==> src/rtl/mmio_pkg.sv <==
// -----------------------------------------------------------------------------
// mmio_pkg
// Shared definitions for the miniRV memory-mapped I/O bridge:
//   - default I/O page base (addr[31:12])
//   - register offsets within the I/O page (addr[11:0])
//   - bit positions inside the timer control register
//   - write-strobe bundle handed from the decoder to the timer
// -----------------------------------------------------------------------------
package mmio_pkg;

  localparam logic [19:0] IO_BASE_DEFAULT = 20'hfffff;

  localparam logic [11:0] OFF_SW     = 12'h000;
  localparam logic [11:0] OFF_LED    = 12'h001;
  localparam logic [11:0] OFF_DIG    = 12'h002;
  localparam logic [11:0] OFF_SW_CHG = 12'h003;
  localparam logic [11:0] OFF_TCNT   = 12'h004;
  localparam logic [11:0] OFF_TCMP   = 12'h005;
  localparam logic [11:0] OFF_TCTL   = 12'h006;

  localparam int TCTL_EN     = 0;
  localparam int TCTL_IRQ_EN = 1;
  localparam int TCTL_MATCH  = 2;

  // One-hot-or-zero write strobes for the timer registers.
  typedef struct packed {
    logic cnt;
    logic cmp;
    logic ctl;
  } tmr_wen_t;

endpackage

==> src/rtl/mmio_timer.sv <==
// -----------------------------------------------------------------------------
// mmio_timer
// Compare/wrap timer with a sticky match flag and a level interrupt.
//   clk, rst   : clock, synchronous active-high reset
//   tmr_wen    : decoded write strobes for TCNT / TCMP / TCTL
//   wdata      : core write data
//   tcnt, tcmp : counter and compare registers (for read-back)
//   tctl       : {match, irq_en, en}
//   irq        : match & irq_en, combinational of flops
// -----------------------------------------------------------------------------
module mmio_timer
  import mmio_pkg::*;
#(
  parameter int TMR_W = 32
) (
  input  logic             clk,
  input  logic             rst,
  input  tmr_wen_t         tmr_wen,
  input  logic [31:0]      wdata,
  output logic [TMR_W-1:0] tcnt,
  output logic [TMR_W-1:0] tcmp,
  output logic [2:0]       tctl,
  output logic             irq
);

  logic [TMR_W-1:0] tcnt_r;
  logic [TMR_W-1:0] tcmp_r;
  logic [TMR_W-1:0] tcnt_nxt_s;
  logic             en_r;
  logic             irq_en_r;
  logic             match_r;
  logic             match_nxt_s;
  logic             hit_s;

  // Counter and match-flag next state; core write beats wrap/increment,
  // a new match beats a W1C of the flag.
  always_comb begin
    hit_s       = en_r && (tcnt_r == tcmp_r);
    tcnt_nxt_s  = tcnt_r;
    match_nxt_s = match_r;
    if (tmr_wen.cnt) begin
      tcnt_nxt_s = wdata[TMR_W-1:0];
    end else if (hit_s) begin
      tcnt_nxt_s = {TMR_W{1'b0}};
    end else if (en_r) begin
      tcnt_nxt_s = tcnt_r + TMR_W'(1);
    end else begin
      tcnt_nxt_s = tcnt_r;
    end
    if (hit_s) begin
      match_nxt_s = 1'b1;
    end else if (tmr_wen.ctl && wdata[TCTL_MATCH]) begin
      match_nxt_s = 1'b0;
    end else begin
      match_nxt_s = match_r;
    end
  end

  // Timer register file.
  always_ff @(posedge clk) begin
    if (rst) begin
      tcnt_r   <= {TMR_W{1'b0}};
      tcmp_r   <= {TMR_W{1'b0}};
      en_r     <= 1'b0;
      irq_en_r <= 1'b0;
      match_r  <= 1'b0;
    end else begin
      tcnt_r  <= tcnt_nxt_s;
      match_r <= match_nxt_s;
      if (tmr_wen.cmp) begin
        tcmp_r <= wdata[TMR_W-1:0];
      end
      if (tmr_wen.ctl) begin
        en_r     <= wdata[TCTL_EN];
        irq_en_r <= wdata[TCTL_IRQ_EN];
      end
    end
  end

  assign tcnt = tcnt_r;
  assign tcmp = tcmp_r;
  assign tctl = {match_r, irq_en_r, en_r};
  assign irq  = match_r & irq_en_r;

endmodule

==> src/rtl/mmio_bridge.sv <==
// -----------------------------------------------------------------------------
// mmio_bridge
// Memory-mapped I/O bridge between the miniRV core data port and DRAM / board
// I/O. addr[31:12]==IO_BASE selects the I/O page; everything else is DRAM.
//   clk, rst    : clock, synchronous active-high reset
//   addr, wen   : core data address and write enable
//   wdata       : core write data
//   rdata       : combinational read data (DRAM or I/O register)
//   dram_rdata  : DRAM read data
//   dram_wen    : DRAM write enable (wen outside the I/O page)
//   sw          : raw asynchronous switches
//   led, dig    : LED and 7-segment registers
//   irq         : timer interrupt level
// -----------------------------------------------------------------------------
module mmio_bridge
  import mmio_pkg::*;
#(
  parameter logic [19:0] IO_BASE = IO_BASE_DEFAULT,
  parameter int          SW_W    = 24,
  parameter int          LED_W   = 24,
  parameter int          TMR_W   = 32
) (
  input  logic             clk,
  input  logic             rst,
  input  logic [31:0]      addr,
  input  logic             wen,
  input  logic [31:0]      wdata,
  output logic [31:0]      rdata,
  input  logic [31:0]      dram_rdata,
  output logic             dram_wen,
  input  logic [SW_W-1:0]  sw,
  output logic [LED_W-1:0] led,
  output logic [31:0]      dig,
  output logic             irq
);

  logic             io_sel_s;
  logic             io_wen_s;
  logic [11:0]      offset_s;
  logic             led_we_s;
  logic             dig_we_s;
  logic             chg_we_s;
  tmr_wen_t         tmr_wen_s;

  logic [LED_W-1:0] led_r;
  logic [31:0]      dig_r;
  logic [SW_W-1:0]  s1_r;
  logic [SW_W-1:0]  s2_r;
  logic [SW_W-1:0]  s3_r;
  logic [1:0]       prime_r;
  logic [SW_W-1:0]  sw_chg_r;
  logic [SW_W-1:0]  sw_chg_nxt_s;
  logic [SW_W-1:0]  chg_clr_s;
  logic [SW_W-1:0]  chg_set_s;

  logic [TMR_W-1:0] tcnt_s;
  logic [TMR_W-1:0] tcmp_s;
  logic [2:0]       tctl_s;
  logic [31:0]      io_rdata_s;

  assign io_sel_s = (addr[31:12] == IO_BASE);
  assign io_wen_s = wen & io_sel_s;
  assign offset_s = addr[11:0];
  assign dram_wen = wen & ~io_sel_s;

  // Write decode: one strobe per register, all low unless an I/O write hits it.
  always_comb begin
    led_we_s  = 1'b0;
    dig_we_s  = 1'b0;
    chg_we_s  = 1'b0;
    tmr_wen_s = '{cnt: 1'b0, cmp: 1'b0, ctl: 1'b0};
    if (io_wen_s) begin
      case (offset_s)
        OFF_LED:    led_we_s      = 1'b1;
        OFF_DIG:    dig_we_s      = 1'b1;
        OFF_SW_CHG: chg_we_s      = 1'b1;
        OFF_TCNT:   tmr_wen_s.cnt = 1'b1;
        OFF_TCMP:   tmr_wen_s.cmp = 1'b1;
        OFF_TCTL:   tmr_wen_s.ctl = 1'b1;
        default:    led_we_s      = 1'b0;
      endcase
    end else begin
      led_we_s = 1'b0;
    end
  end

  // LED and 7-segment output registers.
  always_ff @(posedge clk) begin
    if (rst) begin
      led_r <= {LED_W{1'b0}};
      dig_r <= 32'd0;
    end else begin
      if (led_we_s) begin
        led_r <= wdata[LED_W-1:0];
      end
      if (dig_we_s) begin
        dig_r <= wdata;
      end
    end
  end

  // Sticky change bits: W1C clear, new edge wins; edges are ignored until the
  // synchroniser chain has been refilled after reset (prime counter saturated).
  always_comb begin
    chg_clr_s    = chg_we_s ? wdata[SW_W-1:0] : {SW_W{1'b0}};
    chg_set_s    = (prime_r == 2'd3) ? (s2_r ^ s3_r) : {SW_W{1'b0}};
    sw_chg_nxt_s = (sw_chg_r & ~chg_clr_s) | chg_set_s;
  end

  // Switch synchroniser, edge-detect stage, prime counter and change register.
  always_ff @(posedge clk) begin
    if (rst) begin
      s1_r     <= {SW_W{1'b0}};
      s2_r     <= {SW_W{1'b0}};
      s3_r     <= {SW_W{1'b0}};
      prime_r  <= 2'd0;
      sw_chg_r <= {SW_W{1'b0}};
    end else begin
      s1_r     <= sw;
      s2_r     <= s1_r;
      s3_r     <= s2_r;
      sw_chg_r <= sw_chg_nxt_s;
      if (prime_r != 2'd3) begin
        prime_r <= prime_r + 2'd1;
      end
    end
  end

  mmio_timer #(
    .TMR_W (TMR_W)
  ) u_timer (
    .clk     (clk),
    .rst     (rst),
    .tmr_wen (tmr_wen_s),
    .wdata   (wdata),
    .tcnt    (tcnt_s),
    .tcmp    (tcmp_s),
    .tctl    (tctl_s),
    .irq     (irq)
  );

  // I/O read mux; narrow registers are zero-extended, holes read 0.
  always_comb begin
    io_rdata_s = 32'd0;
    case (offset_s)
      OFF_SW:     io_rdata_s[SW_W-1:0]  = s2_r;
      OFF_LED:    io_rdata_s[LED_W-1:0] = led_r;
      OFF_DIG:    io_rdata_s            = dig_r;
      OFF_SW_CHG: io_rdata_s[SW_W-1:0]  = sw_chg_r;
      OFF_TCNT:   io_rdata_s[TMR_W-1:0] = tcnt_s;
      OFF_TCMP:   io_rdata_s[TMR_W-1:0] = tcmp_s;
      OFF_TCTL:   io_rdata_s[2:0]       = tctl_s;
      default:    io_rdata_s            = 32'd0;
    endcase
  end

  assign rdata = io_sel_s ? io_rdata_s : dram_rdata;
  assign led   = led_r;
  assign dig   = dig_r;

endmodule

==> config.mk <==
export PLATFORM = sky130hd
export DESIGN_NAME = mmio_bridge
export DESIGN_NICKNAME = d
export VERILOG_FILES = /design/src/rtl/mmio_pkg.sv /design/src/rtl/mmio_timer.sv /design/src/rtl/mmio_bridge.sv
export SDC_FILE = /design/constraint.sdc
export NUM_CORES = 1
export LEC_CHECK = 0
export CORE_ASPECT_RATIO = 1.75
export CORE_MARGIN = 2
export CORE_UTILIZATION = 50
export CTS_CLUSTER_SIZE = 12
export DETAILED_ROUTE_END_ITERATION = 8
export PLACE_DENSITY_LB_ADDON = 0.05
export SLEW_MARGIN = 40
export SYNTH_ARGS = -nofsm -noshare
export SYNTH_HDL_FRONTEND = slang
export SYNTH_SLANG_ARGS = --single-unit
==> constraint.sdc <==
create_clock -name clk -period 7.4 [get_ports clk]
set_input_delay 1.48 -clock clk [delete_from_list [all_inputs] [get_ports clk]]
set_output_delay 1.48 -clock clk [all_outputs]
set_load 0.01 [all_outputs]
==> metrics.yaml, run 1 <==
layout:
  synthToLayoutAreaGrowth_pct: 26.06
  nets: 1562
  final_cell_area_um2: 13180
  drive_gt1_share_pct: 7.425
  num_antenna_cells: 0
floorplan:
  dieHeight_um: 195.3
  start_util_pct: 50.56
  pin_count: 213
  dieArea_um2: 22120
  core_area_um2: 20670
  die_w_um: 113.3
  rows: 70
synthesis:
  yosys.area.top_type: "dfxtp_1"
  synth_enable_flop_cells: 0
  netlist_area_um2: 10450
  ys_ff_latch: 221
  ys_seq_area_share_pct: 42.33
  synth_ff_type: "dfxtp_1"
  synth.top_cell.area_share_pct: 42.33
  yosys.cell_types.count: 55
  syn_area_per_cell_um2: 8.197
  synth_area_leaders: "dfxtp_1 (42%), nand2_1 (9.3%), a21oi_1 (7.8%), xor2_1 (5.0%), nor2b_1 (4.5%)"
  synthCells: 1275
  async_flop_share_pct: 0
  synth_fp_nets: 1400
  yosys_warnings: 0
routing:
  viasPerCell: 5.755
  dr.pass1.iters: 5
  routedWlPerCell_um: 20.71
  num_vias: 9743
  finalWirelength_um: 35060
  drtIter0Drc: 743
  drc: 0
  ant_nets: 0
run:
  drv_cap: 0
place:
  place_congestion: 0.9602
  dp_hpwl_um: 25160
  dpl_cell_area_um2: 12580
  port_buffers: 212
power:
  p_per_area_nw_per_um2: 184.2
  p_leak_uw: 0.004920
  ir_worst_vdd_uv: 194.6
grt:
  grt_max_degree: 107
  grt_pass1_vias: 9255
  grt-ovfl-total: 0
  grtUsageTotal_pct: 30.84
  grt_pass1_wl_um: 53270
  grt_antenna_before_repair: 0
clock_network:
  clock-sinks: 221
  cts_resized: 0
  htreeDepth: 1
  cts_setup_buffers: 0
  cts_buffer_depth: 3
  cts-root-buf: "clkbuf_16"
  path_clk_slew_ns: 0.06
  cts_tree: "built"
  clk_latency_ns: 0.50
  numCtsBuffers: 22
  postCtsHoldBufs: 0
hold_path:
  min_path_type: "reg2reg"
setup_path:
  critical_path_class: "in2out"
  worst_ep_required_time_ns: 5.92
  start_kind: "input port"
  crit_arrival_ns: 4.58
  endpoint_kind: "output port"
  r2r_slack_ns: 4.52
  crit_fanout: 20
sta:
  min_period_over_period_pct: 81.83
  clock-skew-final_ns: 0.008162
  tightestPinTransition_ns: 0.8740
  max_freq_mhz: 165.1
  slew_violations: 0
  relSlewSlack_pct: 41.73
  rsz0062_at_grt: "no"
  finalHoldViolCount: 0
  tns_ns: 0
  min_period_ns: 6.055
  setup_violations: 0
outcome:
  status: "finished clean"
## cell families (layout without fill, tap and decap cells)
kind of cell	count (synthesis)	count (layout)	synth area share (%)
AOI/OAI and AO/OA	264	264	14.37
xor gates and xnor gates	86	86	7.207
adders and majority gates	2	2	0.2394
buffers and inverters	120	286	5.543
DFF	221	221	42.33
muxes	54	54	5.902
and+or+nand+nor	528	528	24.41
## cells in the mapped netlist (22+ instances only)
| master | instances |
|---|---|
| nand2_1 | 258 |
| dfxtp_1 | 221 |
| a21oi_1 | 162 |
| nor2b_1 | 75 |
| nor2_1 | 63 |
| xor2_1 | 60 |
| clkbuf_1 | 55 |
| nand3_1 | 50 |
| mux2_2 | 31 |
| inv_1 | 28 |
| a22oi_1 | 27 |
| xnor2_1 | 26 |
| a31oi_1 | 22 |
| nand4_1 | 22 |
## per-stage QoR
step	hold slack (ns)	instances	setup WS (ns)	utilization [%]	total power [µW]
final	0.4327	1693	1.345	63.74	2426
after global routing	0.4556	1693	1.163	63.74	2507
after CTS	0.4390	1693	1.353	63.74	2443
after detailed placement	0.4247	1665	1.373	60.86	1463
after global placement	0.4148	1665	1.336	60.76	1461
after floorplan	0.4138	1275	2.884	-	1339
## layout by cell type (no fill, tap or decap), types with 3 or more instances in the layout
| cell type | netlist | layout |
|---|---|---|
| a31oi_1 | 22 | 22 |
| clkdlybuf4s50_1 | 0 | 210 |
| mux2i_1 | 20 | 20 |
| a21oi_1 | 162 | 162 |
| dfxtp_1 | 221 | 221 |
| nor4_1 | 7 | 6 |
| nor2b_1 | 75 | 75 |
| and2_1 | 5 | 4 |
| a221oi_1 | 8 | 8 |
| nand3_1 | 50 | 47 |
| clkbuf_16 | 0 | 23 |
| nand3_2 | 1 | 4 |
| clkbuf_1 | 55 | 4 |
| nand2_1 | 258 | 258 |
| nand4_1 | 22 | 22 |
| a22oi_1 | 27 | 27 |
| and4_1 | 4 | 4 |
| o21ai_0 | 17 | 17 |
| mux4_2 | 3 | 3 |
| nor2_2 | 4 | 4 |
| mux2_2 | 31 | 31 |
| xnor2_1 | 26 | 26 |
| nor3_1 | 8 | 8 |
| nor2_1 | 63 | 63 |
| and3_1 | 11 | 9 |
| buf_4 | 9 | 18 |
| inv_1 | 28 | 28 |
| xor2_1 | 60 | 60 |
| o21ai_1 | 15 | 15 |
| nor4_2 | 2 | 3 |
## area by class of cell
type                    instances  area, µm²
repair buffers                230       2253
clock inverters                 1      5.005
multi-input cells             934       5482
flip-flops and latches        221       4424
well taps                     252      315.3
clock buffers                  27      590.6
inverters                      28      105.1
fillers                      1815       7495
## path summary, 6_finish.rpt
path | from | to | depth (start not counted)
max | addr[7] | rdata[22] | 8
min reg2reg | s1_r[0] | s2_r[0] | 1
max reg2reg | u_timer.tcnt[7] | u_timer.tcnt[29] | 7
min | s1_r[0] | s2_r[0] | 1
## worst max-delay path, cell delays in order
cell and delay [ns]:
clkdlybuf4s50_1 0.46, nor4_4 0.47, nand3_4 0.19, nor3b_4 0.56, buf_4 0.40, a221oi_1 0.14
a31oi_1 0.28, clkdlybuf4s50_1 0.60
## flip-flops by register name, indices dropped and copies added (netlist names)
register,count
u_timer.irq_en_r,1
dig,32
s2_r,24
u_timer.tcmp,32
s3_r,24
u_timer.match_r,1
led,24
u_timer.en_r,1
s1_r,24
u_timer.tcnt,32
sw_chg_r,24
prime_r,2
## report_power, final
group          switching, µW  internal, µW
registers               14.3          1210
clock network            434           553
logic                   98.7           112
## routing by layer
layer | vias to the layer above | global-route usage (%) | wire [µm]
li1 | 4622 | - | -
met1 | 4665 | 38.64 | 13930
met2 | 359 | 53.09 | 17550
met3 | 97 | 2.793 | 1797
met4 | 0 | 14.50 | 1781
met5 | - | 0 | 0
Power figures use the tool's default switching activity.
==> run 2: changes to the inputs <==
==> constraint.sdc (replaced) <==
create_clock -name clk -period 6.17 [get_ports clk]
set_input_delay 1.234 -clock clk [delete_from_list [all_inputs] [get_ports clk]]
set_output_delay 1.234 -clock clk [all_outputs]
set_load 0.01 [all_outputs]
==> run 2 against run 1 <==
- critical path depth did not move
- total power grew 21%
- clock skew increased by 0.0093 ns
- combinational power is 20% higher
- critical endpoint is now rdata[15]
- worst hold slack about the same
- final cell count increased by 0.30%
- design area is 0.36% higher
==> metrics.yaml, run 2 (synthesis results as in run 1) <==
outcome:
  status: "finished clean"
routing:
  ant_nets: 0
  num_vias: 9653
  viasPerCell: 5.685
  routedWlPerCell_um: 20.33
  dr.pass1.iters: 5
  drtIter0Drc: 850
  drc: 0
  finalWirelength_um: 34530
layout:
  fill_cells: 1887
  seqCellArea_um2: 4424
  nets: 1566
  layout.cells.most_common: "nand2_1"
  drive_gt1_share_pct: 7.538
  num_antenna_cells: 0
  final_cell_mix: "nand2_1 (258), dfxtp_1 (221), clkdlybuf4s50_1 (210)"
  multi_input_area_um2: 5472
  final_cell_area_um2: 13220
  synthToLayoutAreaGrowth_pct: 26.52
floorplan:
  dieHeight_um: 195.3
  pin_count: 213
  dieArea_um2: 22120
  rows: 70
  start_util_pct: 50.56
  die_w_um: 113.3
  core_area_um2: 20670
place:
  place_ws_ns: 0.8765
  dpl_cell_area_um2: 12610
  place_congestion: 0.9266
  port_buffers: 212
  dp_hpwl_um: 24610
hold_path:
  hold_depth: 1
  min_path_type: "reg2reg"
  min-delay-start: "s1_r[13]"
  whs_endpoint: "s2_r[13]"
setup_path:
  crit_fanout: 31
  r2r-end: "u_timer.tcnt[29]"
  endpoint_kind: "output port"
  start_kind: "input port"
  reg2reg_from: "u_timer.tcnt[3]"
  crit_arrival_ns: 4.04
  r2r_slack_ns: 3.23
  critical_path_class: "in2out"
  worst_ep_required_time_ns: 4.94
  worstRegToRegCells: 7
clock_network:
  numCtsBuffers: 22
  path_clk_slew_ns: 0.06
  cts_tree: "built"
  clock-sinks: 221
  postCtsHoldBufs: 0
  cts_buffer_depth: 3
  htreeDepth: 1
  cts-root-buf: "clkbuf_16"
  clk_latency_ns: 0.51
  cts_resized: 0
  cts_setup_buffers: 0
grt:
  use_met2_pct: 51.70
  grt.busiest_layer: "met2"
  grt-ovfl-total: 0
  grt_antenna_before_repair: 0
  grt_max_degree: 118
  met3_usage_pct: 3.755
  grt_pass1_vias: 9155
  grtUsageTotal_pct: 30.07
  grt_pass1_wl_um: 52350
  use_met1_pct: 37.70
sta:
  relSlewSlack_pct: 41.64
  min_period_ns: 5.277
  slew_violations: 0
  finalHoldViolCount: 0
  fin_ws_ns: 0.8928
  min_period_over_period_pct: 85.53
  max_freq_mhz: 189.5
  tns_ns: 0
  tightestPinTransition_ns: 0.8753
  setup_violations: 0
  clock-skew-final_ns: 0.01748
  rsz0062_at_grt: "no"
power:
  p_per_area_nw_per_um2: 222.0
  ir_worst_vdd_uv: 248.3
  p_leak_uw: 0.004949
run:
  drv_cap: 0
run 2: how the worst max path moves through the flow:
| stage | cells after the start | end | slack (ns) | start |
|---|---|---|---|---|
| 5_1_grt | 7 | rdata[22] | 0.77 | addr[1] |
| 3_5_place_dp | 8 | rdata[15] | 0.88 | addr[7] |
| 4_1_cts | 8 | rdata[15] | 0.88 | addr[7] |
| 3_3_place_gp | 8 | rdata[9] | 0.94 | addr[7] |
| 6_report | 8 | rdata[15] | 0.89 | addr[7] |
| 2_1_floorplan | 7 | rdata[24] | 2.15 | addr[7] |
run 2: metrics by stage:
stage	instances	hold WS (ns)	util, %	total power [µW]
6_report	1698	0.4329	63.97	2936
5_1_grt	1698	0.4435	63.97	3019
4_1_cts	1698	0.4327	63.96	2946
3_5_place_dp	1669	0.4212	61.02	1756
3_3_place_gp	1669	0.4165	60.94	1754
2_1_floorplan	1275	0.4138	-	1606
run 2: where the power goes:
group | switching [µW] | internal [µW] | leakage, µW
sequential | 17.1 | 1460 | 0.00179
combinational | 119 | 135 | 0.00286
clock | 531 | 678 | 0.000297
run 2: routing by layer:
layer  vias up  wire [µm]
li1       4637          -
met1      4546      13820
met2       373      17210
met3        97       1984
met4         0       1505
met5         -          0
run 2: critical path, stage by stage:
cell and delay (ns):
clkdlybuf4s50_1 0.44, nor4_4 0.48, nand3_4 0.20, nor3b_4 0.20
buf_4 0.39, a221oi_1 0.18, a31oi_1 0.30, clkdlybuf4s50_1 0.60
run 2: area by class of cell:
class / instances / area share (%)
Multi-Input combinational cell: 934 / 41.38
Sequential cell: 221 / 33.46
Timing Repair Buffer: 234 / 17.38
Clock buffer: 29 / 4.599
Tap cell: 252 / 2.385
Inverter: 28 / 0.7949
